File: src/rtl/riscv_types.sv
// Shared types for the fetch-side branch predictor: counter states and BTB entry layout.
package riscv_types;

    localparam int BP_XLEN = 32;

    typedef enum logic [1:0] {
        SNT = 2'b00,
        WNT = 2'b01,
        WT  = 2'b10,
        ST  = 2'b11
    } bht_state_t;

    // Tag and target are sized for the widest supported PC; narrower tags are zero-extended.
    typedef struct packed {
        logic               valid;
        logic [BP_XLEN-1:0] tag;
        logic [BP_XLEN-1:0] target;
        bht_state_t         ctr;
        logic               jmp;
    } btb_entry_t;

    localparam bht_state_t BP_RESET_CTR = WNT;

endpackage

File: src/rtl/bp_sat_counter.sv
// Two-bit saturating counter next-state logic; holds at SNT and ST instead of wrapping.
module bp_sat_counter
    import riscv_types::*;
(
    input  bht_state_t i_ctr,
    input  logic       i_inc,
    input  logic       i_dec,
    output bht_state_t o_ctr
);

    // Next counter state; conflicting or absent requests leave the state unchanged.
    always_comb begin
        o_ctr = i_ctr;
        if (i_inc && !i_dec) begin
            case (i_ctr)
                SNT:     o_ctr = WNT;
                WNT:     o_ctr = WT;
                WT:      o_ctr = ST;
                ST:      o_ctr = ST;
                default: o_ctr = i_ctr;
            endcase
        end else if (i_dec && !i_inc) begin
            case (i_ctr)
                SNT:     o_ctr = SNT;
                WNT:     o_ctr = SNT;
                WT:      o_ctr = WNT;
                ST:      o_ctr = WT;
                default: o_ctr = i_ctr;
            endcase
        end else begin
            o_ctr = i_ctr;
        end
    end

endmodule

File: src/rtl/branch_predictor.sv
// Direct-mapped BTB predictor with 2-bit counters, trained from execute-stage resolution.
// Optional performance counters are built when BRANCH_PREDICTOR_PERF_EN is defined.
module branch_predictor
    import riscv_types::*;
#(
    parameter int ENTRIES = 64,
    parameter int XLEN    = 32
) (
    input  logic            clk,
    input  logic            reset,
    input  logic [XLEN-1:0] if_pc,
    output logic            pred_taken,
    output logic [XLEN-1:0] pred_target,
    input  logic            ex_valid,
    input  logic [XLEN-1:0] ex_pc,
    input  logic            ex_is_branch,
    input  logic            ex_is_jump,
    input  logic            ex_taken,
    input  logic [XLEN-1:0] ex_target,
    input  logic            ex_pred_taken,
    input  logic [XLEN-1:0] ex_pred_target,
    output logic            mispredict,
`ifdef BRANCH_PREDICTOR_PERF_EN
    output logic [31:0]     perf_resolved,
    output logic [31:0]     perf_mispredict,
`endif
    output logic [XLEN-1:0] redirect_pc
);

    localparam int IDX_W = $clog2(ENTRIES);
    localparam int TAG_W = XLEN - IDX_W - 2;

    btb_entry_t r_btb [ENTRIES];

    logic [IDX_W-1:0] w_if_idx;
    logic [TAG_W-1:0] w_if_tag;
    logic [IDX_W-1:0] w_ex_idx;
    logic [TAG_W-1:0] w_ex_tag;
    btb_entry_t       w_if_ent;
    btb_entry_t       w_ex_ent;
    logic             w_if_hit;
    logic             w_ex_hit;
    bht_state_t       w_ctr_next;

    assign w_if_idx = if_pc[IDX_W+1:2];
    assign w_if_tag = if_pc[XLEN-1:IDX_W+2];
    assign w_ex_idx = ex_pc[IDX_W+1:2];
    assign w_ex_tag = ex_pc[XLEN-1:IDX_W+2];
    assign w_if_ent = r_btb[w_if_idx];
    assign w_ex_ent = r_btb[w_ex_idx];
    assign w_if_hit = w_if_ent.valid && (w_if_ent.tag == BP_XLEN'(w_if_tag));
    assign w_ex_hit = w_ex_ent.valid && (w_ex_ent.tag == BP_XLEN'(w_ex_tag));

    bp_sat_counter u_ctr (
        .i_ctr (w_ex_ent.ctr),
        .i_inc (ex_taken),
        .i_dec (!ex_taken),
        .o_ctr (w_ctr_next)
    );

    // Fetch lookup; reads pre-update array contents, so no write bypass exists.
    always_comb begin
        pred_taken  = 1'b0;
        pred_target = {XLEN{1'b0}};
        if (reset) begin
            pred_taken  = 1'b0;
            pred_target = {XLEN{1'b0}};
        end else if (w_if_hit && (w_if_ent.jmp || (w_if_ent.ctr inside {WT, ST}))) begin
            pred_taken  = 1'b1;
            pred_target = w_if_ent.target[XLEN-1:0];
        end else begin
            pred_taken  = 1'b0;
            pred_target = {XLEN{1'b0}};
        end
    end

    // Mispredict detection; a non-control instruction predicted taken is an alias hit.
    always_comb begin
        mispredict  = 1'b0;
        redirect_pc = {XLEN{1'b0}};
        if (reset || !ex_valid) begin
            mispredict = 1'b0;
        end else if (ex_is_branch || ex_is_jump) begin
            mispredict = (ex_taken != ex_pred_taken) ||
                         (ex_taken && (ex_target != ex_pred_target));
        end else begin
            mispredict = ex_pred_taken;
        end
        if (mispredict) begin
            redirect_pc = ex_taken ? ex_target : (ex_pc + XLEN'(4));
        end else begin
            redirect_pc = {XLEN{1'b0}};
        end
    end

    // BTB training; reset clears every valid bit at once and drops any same-cycle update.
    always_ff @(posedge clk) begin
        if (reset) begin
            for (int i = 0; i < ENTRIES; i++) begin
                r_btb[i].valid <= 1'b0;
                r_btb[i].ctr   <= BP_RESET_CTR;
            end
        end else if (ex_valid) begin
            if (ex_is_jump) begin
                r_btb[w_ex_idx] <= '{valid: 1'b1, tag: BP_XLEN'(w_ex_tag),
                                     target: BP_XLEN'(ex_target), ctr: ST, jmp: 1'b1};
            end else if (ex_is_branch) begin
                if (w_ex_hit) begin
                    r_btb[w_ex_idx].ctr <= w_ctr_next;
                    if (ex_taken) begin
                        r_btb[w_ex_idx].target <= BP_XLEN'(ex_target);
                    end
                end else if (ex_taken) begin
                    r_btb[w_ex_idx] <= '{valid: 1'b1, tag: BP_XLEN'(w_ex_tag),
                                         target: BP_XLEN'(ex_target), ctr: WT, jmp: 1'b0};
                end
            end else if (w_ex_hit) begin
                r_btb[w_ex_idx].valid <= 1'b0;
            end
        end
    end

`ifdef BRANCH_PREDICTOR_PERF_EN
    logic [31:0] r_perf_resolved;
    logic [31:0] r_perf_mispredict;

    // Event counters; they wrap naturally at 2^32.
    always_ff @(posedge clk) begin
        if (reset) begin
            r_perf_resolved   <= 32'd0;
            r_perf_mispredict <= 32'd0;
        end else begin
            if (ex_valid && (ex_is_branch || ex_is_jump)) begin
                r_perf_resolved <= r_perf_resolved + 32'd1;
            end
            if (mispredict) begin
                r_perf_mispredict <= r_perf_mispredict + 32'd1;
            end
        end
    end

    assign perf_resolved   = r_perf_resolved;
    assign perf_mispredict = r_perf_mispredict;
`endif

endmodule

File: config.mk
export PLATFORM = sky130hd
export DESIGN_NAME = branch_predictor
export DESIGN_NICKNAME = d
export VERILOG_FILES = /design/src/rtl/riscv_types.sv /design/src/rtl/bp_sat_counter.sv /design/src/rtl/branch_predictor.sv
export SDC_FILE = /design/constraint.sdc
export NUM_CORES = 2
export LEC_CHECK = 0
export ABC_CLOCK_PERIOD_IN_PS = 6800
export CAP_MARGIN = 10
export CORE_MARGIN = 3
export CORE_UTILIZATION = 30
export CTS_CLUSTER_SIZE = 40
export DETAILED_ROUTE_END_ITERATION = 8
export GPL_TIMING_DRIVEN = 0
export HOLD_SLACK_MARGIN = 0.02
export PLACE_DENSITY_LB_ADDON = 0.1
export REMOVE_ABC_BUFFERS = 1
export SLEW_MARGIN = 25
export SYNTH_ARGS = -nofsm -noshare
export SYNTH_HDL_FRONTEND = slang
export SYNTH_MEMORY_MAX_BITS = 65536
export SYNTH_SLANG_ARGS = --single-unit
File: constraint.sdc
create_clock -name clk -period 6.8 [get_ports clk]
set_clock_uncertainty 0.05 [all_clocks]
set_input_delay 0.68 -clock clk [delete_from_list [all_inputs] [get_ports clk]]
set_output_delay 0.68 -clock clk [all_outputs]
set_load 0.03 [all_outputs]
==> run summary <==
Final cell count without fillers -> 16400
Reg power frac -> 49.0%
Hold_sp -> ex_target[6]
Multi-input gate area -> 47700 µm²
Top flop regs -> r_btb: 3840 flops
Final nets -> 8934
Status -> finished clean
Via count -> 92200
Reg-to-reg endpoint -> r_btb[21][49]
Root Driver -> clkbuf_16
Clock-pin slew on the worst setup and hold paths -> 60 ps
Setup crit start kind -> input pin
Setup violations, final -> 0
Cell area after synthesis -> 165000 µm²
FILL cells -> 49400
CTS max path bufs -> 4
Share of layout cells above drive strength 1 -> 33.6%
Area contributors post-synth -> edfxtp_1 70%, mux4_2 19%, mux2i_1 2.3%
DIE WIDTH -> 747 µm
Max Fclk -> 0.148 GHz
Slew HR -> 20.6%
Wirelength per Cell -> 40.0 µm
Most numerous cell in the Yosys netlist -> edfxtp_1
WL final -> 657000 µm
Area after DPL -> 188000 µm²
Worst ir drop on vdd -> 0.000206 V
Total placed cells including tap cells -> 15500
CP startpoint -> if_pc[2]
Period minus WS final -> 6740 ps
CP Class -> input pin to primary output
Max Slew Vio Count -> 0
PortBufs -> 198
Total CTS buffers -> 431
Final instance area -> 204000 µm²
R2R Path Start -> r_btb[45][53]
Worst hold stages -> 1
Post-synth top cells -> 3840 x edfxtp_1, 1387 x mux4_2, 376 x mux2i_1, 351 x nor2_1, 251 x clkbuf_1
Internal power -> 41.3 mW
Die area -> 558000 µm²
1st-iter DRT viols -> 11100
Busiest layer in global routing -> met2
Die Span Y -> 747 µm
Hold endpoint -> r_btb[27][9]
Largest Register -> r_btb
Worst r2r path cells -> 17
Crit end category -> primary output
HP Class -> input pin to flip-flop
First-pass GRT wire length -> 876000 µm
Initial Utilization -> 30.2%
Met2 Use GR -> 38.4%
Post-synth ARST share -> 0%
Syn. warnings -> 0
Number of synthesized flops with an enable pin -> 3840
P per Cell Area -> 262 nW/µm²
Top_reg_cell synth -> edfxtp_1
Largest net degree at the start of global routing -> 95
GPL Wtd Cong -> 0.769
NetSw -> 12.2 mW
Initial antenna violation count -> 45
Yosys cell types -> 78
DR vias/cell -> 5.62
Tcrit/Tclk final -> 99.1%
Max FFs per register -> 3840
Clock group share of total power -> 43.5%
Final hold violations -> 0
Met1 usage -> 30.7%
Met3 Use GR -> 4.05%
Data arrival, critical path -> 6010 ps
Avg Cell Area, Syn -> 20.5 µm²
Synth area leader -> edfxtp_1
Post-Syn Instances -> 8053
Clk_lat worst skew -> 1020 ps
Core Footprint -> 546000 µm²
Vias in the first global route -> 94000
Gate power share -> 7.6%
Number of remaining DRC errors -> 0
Seq/Total Area, Yosys -> 70.0%
Crit Path Max Fanout -> 7
Max-Cap Viols -> 0
I/O pin cnt -> 201
Worst Path Required -> 6070 ps
Switching share of power -> 22.9%
Synth Register Bits -> 3840
Antenna-violating nets left -> 0
Rows -> 271
Leakage dissipation -> 63.9 nW
H-tree depth -> 5
Share of Yosys cell area claimed by the top area cell type -> 70.0%
Clock Sinks -> 3840
Reg area -> 115000 µm²
All-Layer GR Usage -> 23.0%
Gr ovfl total -> 0
Pre-antenna DRT Iters -> 8
Flop2flop setup slack -> 640 ps
Hpwl dp -> 444000 µm
Measured slew at the worst slew-check pin -> 1190 ps
TritonCTS clock tree -> built
Layout overhead on the synthesized area -> 24.1%
==> area by class of cell <==
cell class                 instances  share of cell area [%]
tap                             7234                    4.43
clock buffer                     522                    5.56
sequential                      3840                    56.4
multi-input combinational       3591                    23.3
antenna                            9                  0.0110
timing repair buffer             926                    9.02
clock inverter                   271                    1.21
inverter                           8                  0.0220
==> cell usage in the layout, fill, tap and decap left out, types with 16 or more instances in the layout <==
master | Yosys | final
clkinv_1 | 0 | 103
buf_8 | 8 | 17
o211ai_1 | 21 | 21
edfxtp_1 | 3840 | 3840
bufbuf_16 | 0 | 33
xnor2_1 | 52 | 46
nand2_1 | 116 | 115
o21bai_1 | 128 | 128
o21ai_0 | 106 | 106
mux2i_1 | 376 | 371
buf_4 | 54 | 108
nor2_4 | 0 | 146
nand3b_1 | 26 | 26
a22oi_1 | 138 | 138
bufinv_16 | 0 | 43
buf_16 | 0 | 372
nor3b_1 | 23 | 20
buf_12 | 2 | 220
clkbuf_1 | 251 | 80
buf_2 | 182 | 20
clkinv_2 | 0 | 90
clkbuf_16 | 0 | 443
buf_6 | 45 | 18
nor2_1 | 351 | 197
nand4_1 | 25 | 25
xor2_1 | 41 | 37
a221oi_1 | 99 | 99
mux4_2 | 1387 | 1387
clkinvlp_4 | 0 | 17
nor3_1 | 94 | 91
clkdlybuf4s50_1 | 0 | 94
a22o_1 | 20 | 20
nand3_1 | 143 | 138
o22ai_1 | 60 | 60
dlygate4sd3_1 | 0 | 23
a21oi_1 | 106 | 104
nor2b_1 | 48 | 33
and3_1 | 18 | 16
==> through the flow <==
| step | hold slack [ps] | utilization (%) | setup TNS [ps] | setup WS [ps] | power, mW |
|---|---|---|---|---|---|
| final | 120 | 37.4 | 0 | 64.5 | 53.5 |
| after global routing | 77.3 | 37.4 | -13.1 | -6.67 | 55.2 |
| after CTS | 26.0 | 37.4 | 0 | 4.35 | 54.1 |
| after detailed placement | 944 | 34.5 | -1033930 | -3600 | 30.6 |
| after global placement | 1650 | 31.6 | - | -85560 | 35.4 |
| after floorplan | 729 | - | - | -6840 | 28.2 |
==> cells by family after synthesis <==
kind of cell	after synthesis	synth area share [%]
adders and majority gates	2	0.0144
DFF	3840	70.0
xor gates and xnor gates	93	0.495
and+or+nand+nor	945	2.87
AOI/OAI and AO/OA	780	3.33
muxes	1771	21.3
buffers and inverters	622	1.96
==> worst max path at each step <==
stage | end | slack [ps] | cells after the start
floorplan | r_btb[0][0] | -6840 | 10
global placement | r_btb[29][43] | -85560 | 11
detailed placement | pred_target[31] | -3600 | 20
CTS | pred_target[12] | 4 | 18
global route | pred_target[29] | -7 | 22
finish | pred_taken | 60 | 20
==> per-layer routing <==
layer	wire, µm	part of all wire (%)
met4	24000	3.7
met3	44100	6.7
met1	269000	41
met2	319000	49
met5	138	0.021
==> power by group through the flow <==
stage | logic [mW] | registers [mW] | clock network, mW
after floorplan | 1.55 | 26.7 | 0
after global placement | 8.60 | 26.8 | 0
after detailed placement | 3.86 | 26.7 | 0
after CTS | 4.09 | 26.2 | 23.8
after global routing | 4.22 | 26.2 | 24.7
final | 4.05 | 26.2 | 23.3
==> repair_timing <==
action / in CTS / in global routing
buffers inserted: 36 / 4
hold buffers: 23 / 0
gates resized for setup: 144 / 43
pin swaps: 9 / 7
endpoints found under the hold margin: 448 / 0
gates cloned: 41 / 1
endpoints found under the setup margin: 57 / 52
==> critical path: stages <==
cell,delay [ps]
buf_16,80
buf_16,140
buf_16,150
buf_16,160
buf_12,150
buf_16,150
mux4_2,520
mux4_2,520
mux4_2,620
xnor2_2,170
nand4_1,620
nor4_4,600
nand4_1,160
buf_6,190
buf_12,150
buf_12,140
buf_12,150
buf_6,160
inv_1,60
clkdlybuf4s15_2,290
(Power assumes the default switching activity.)
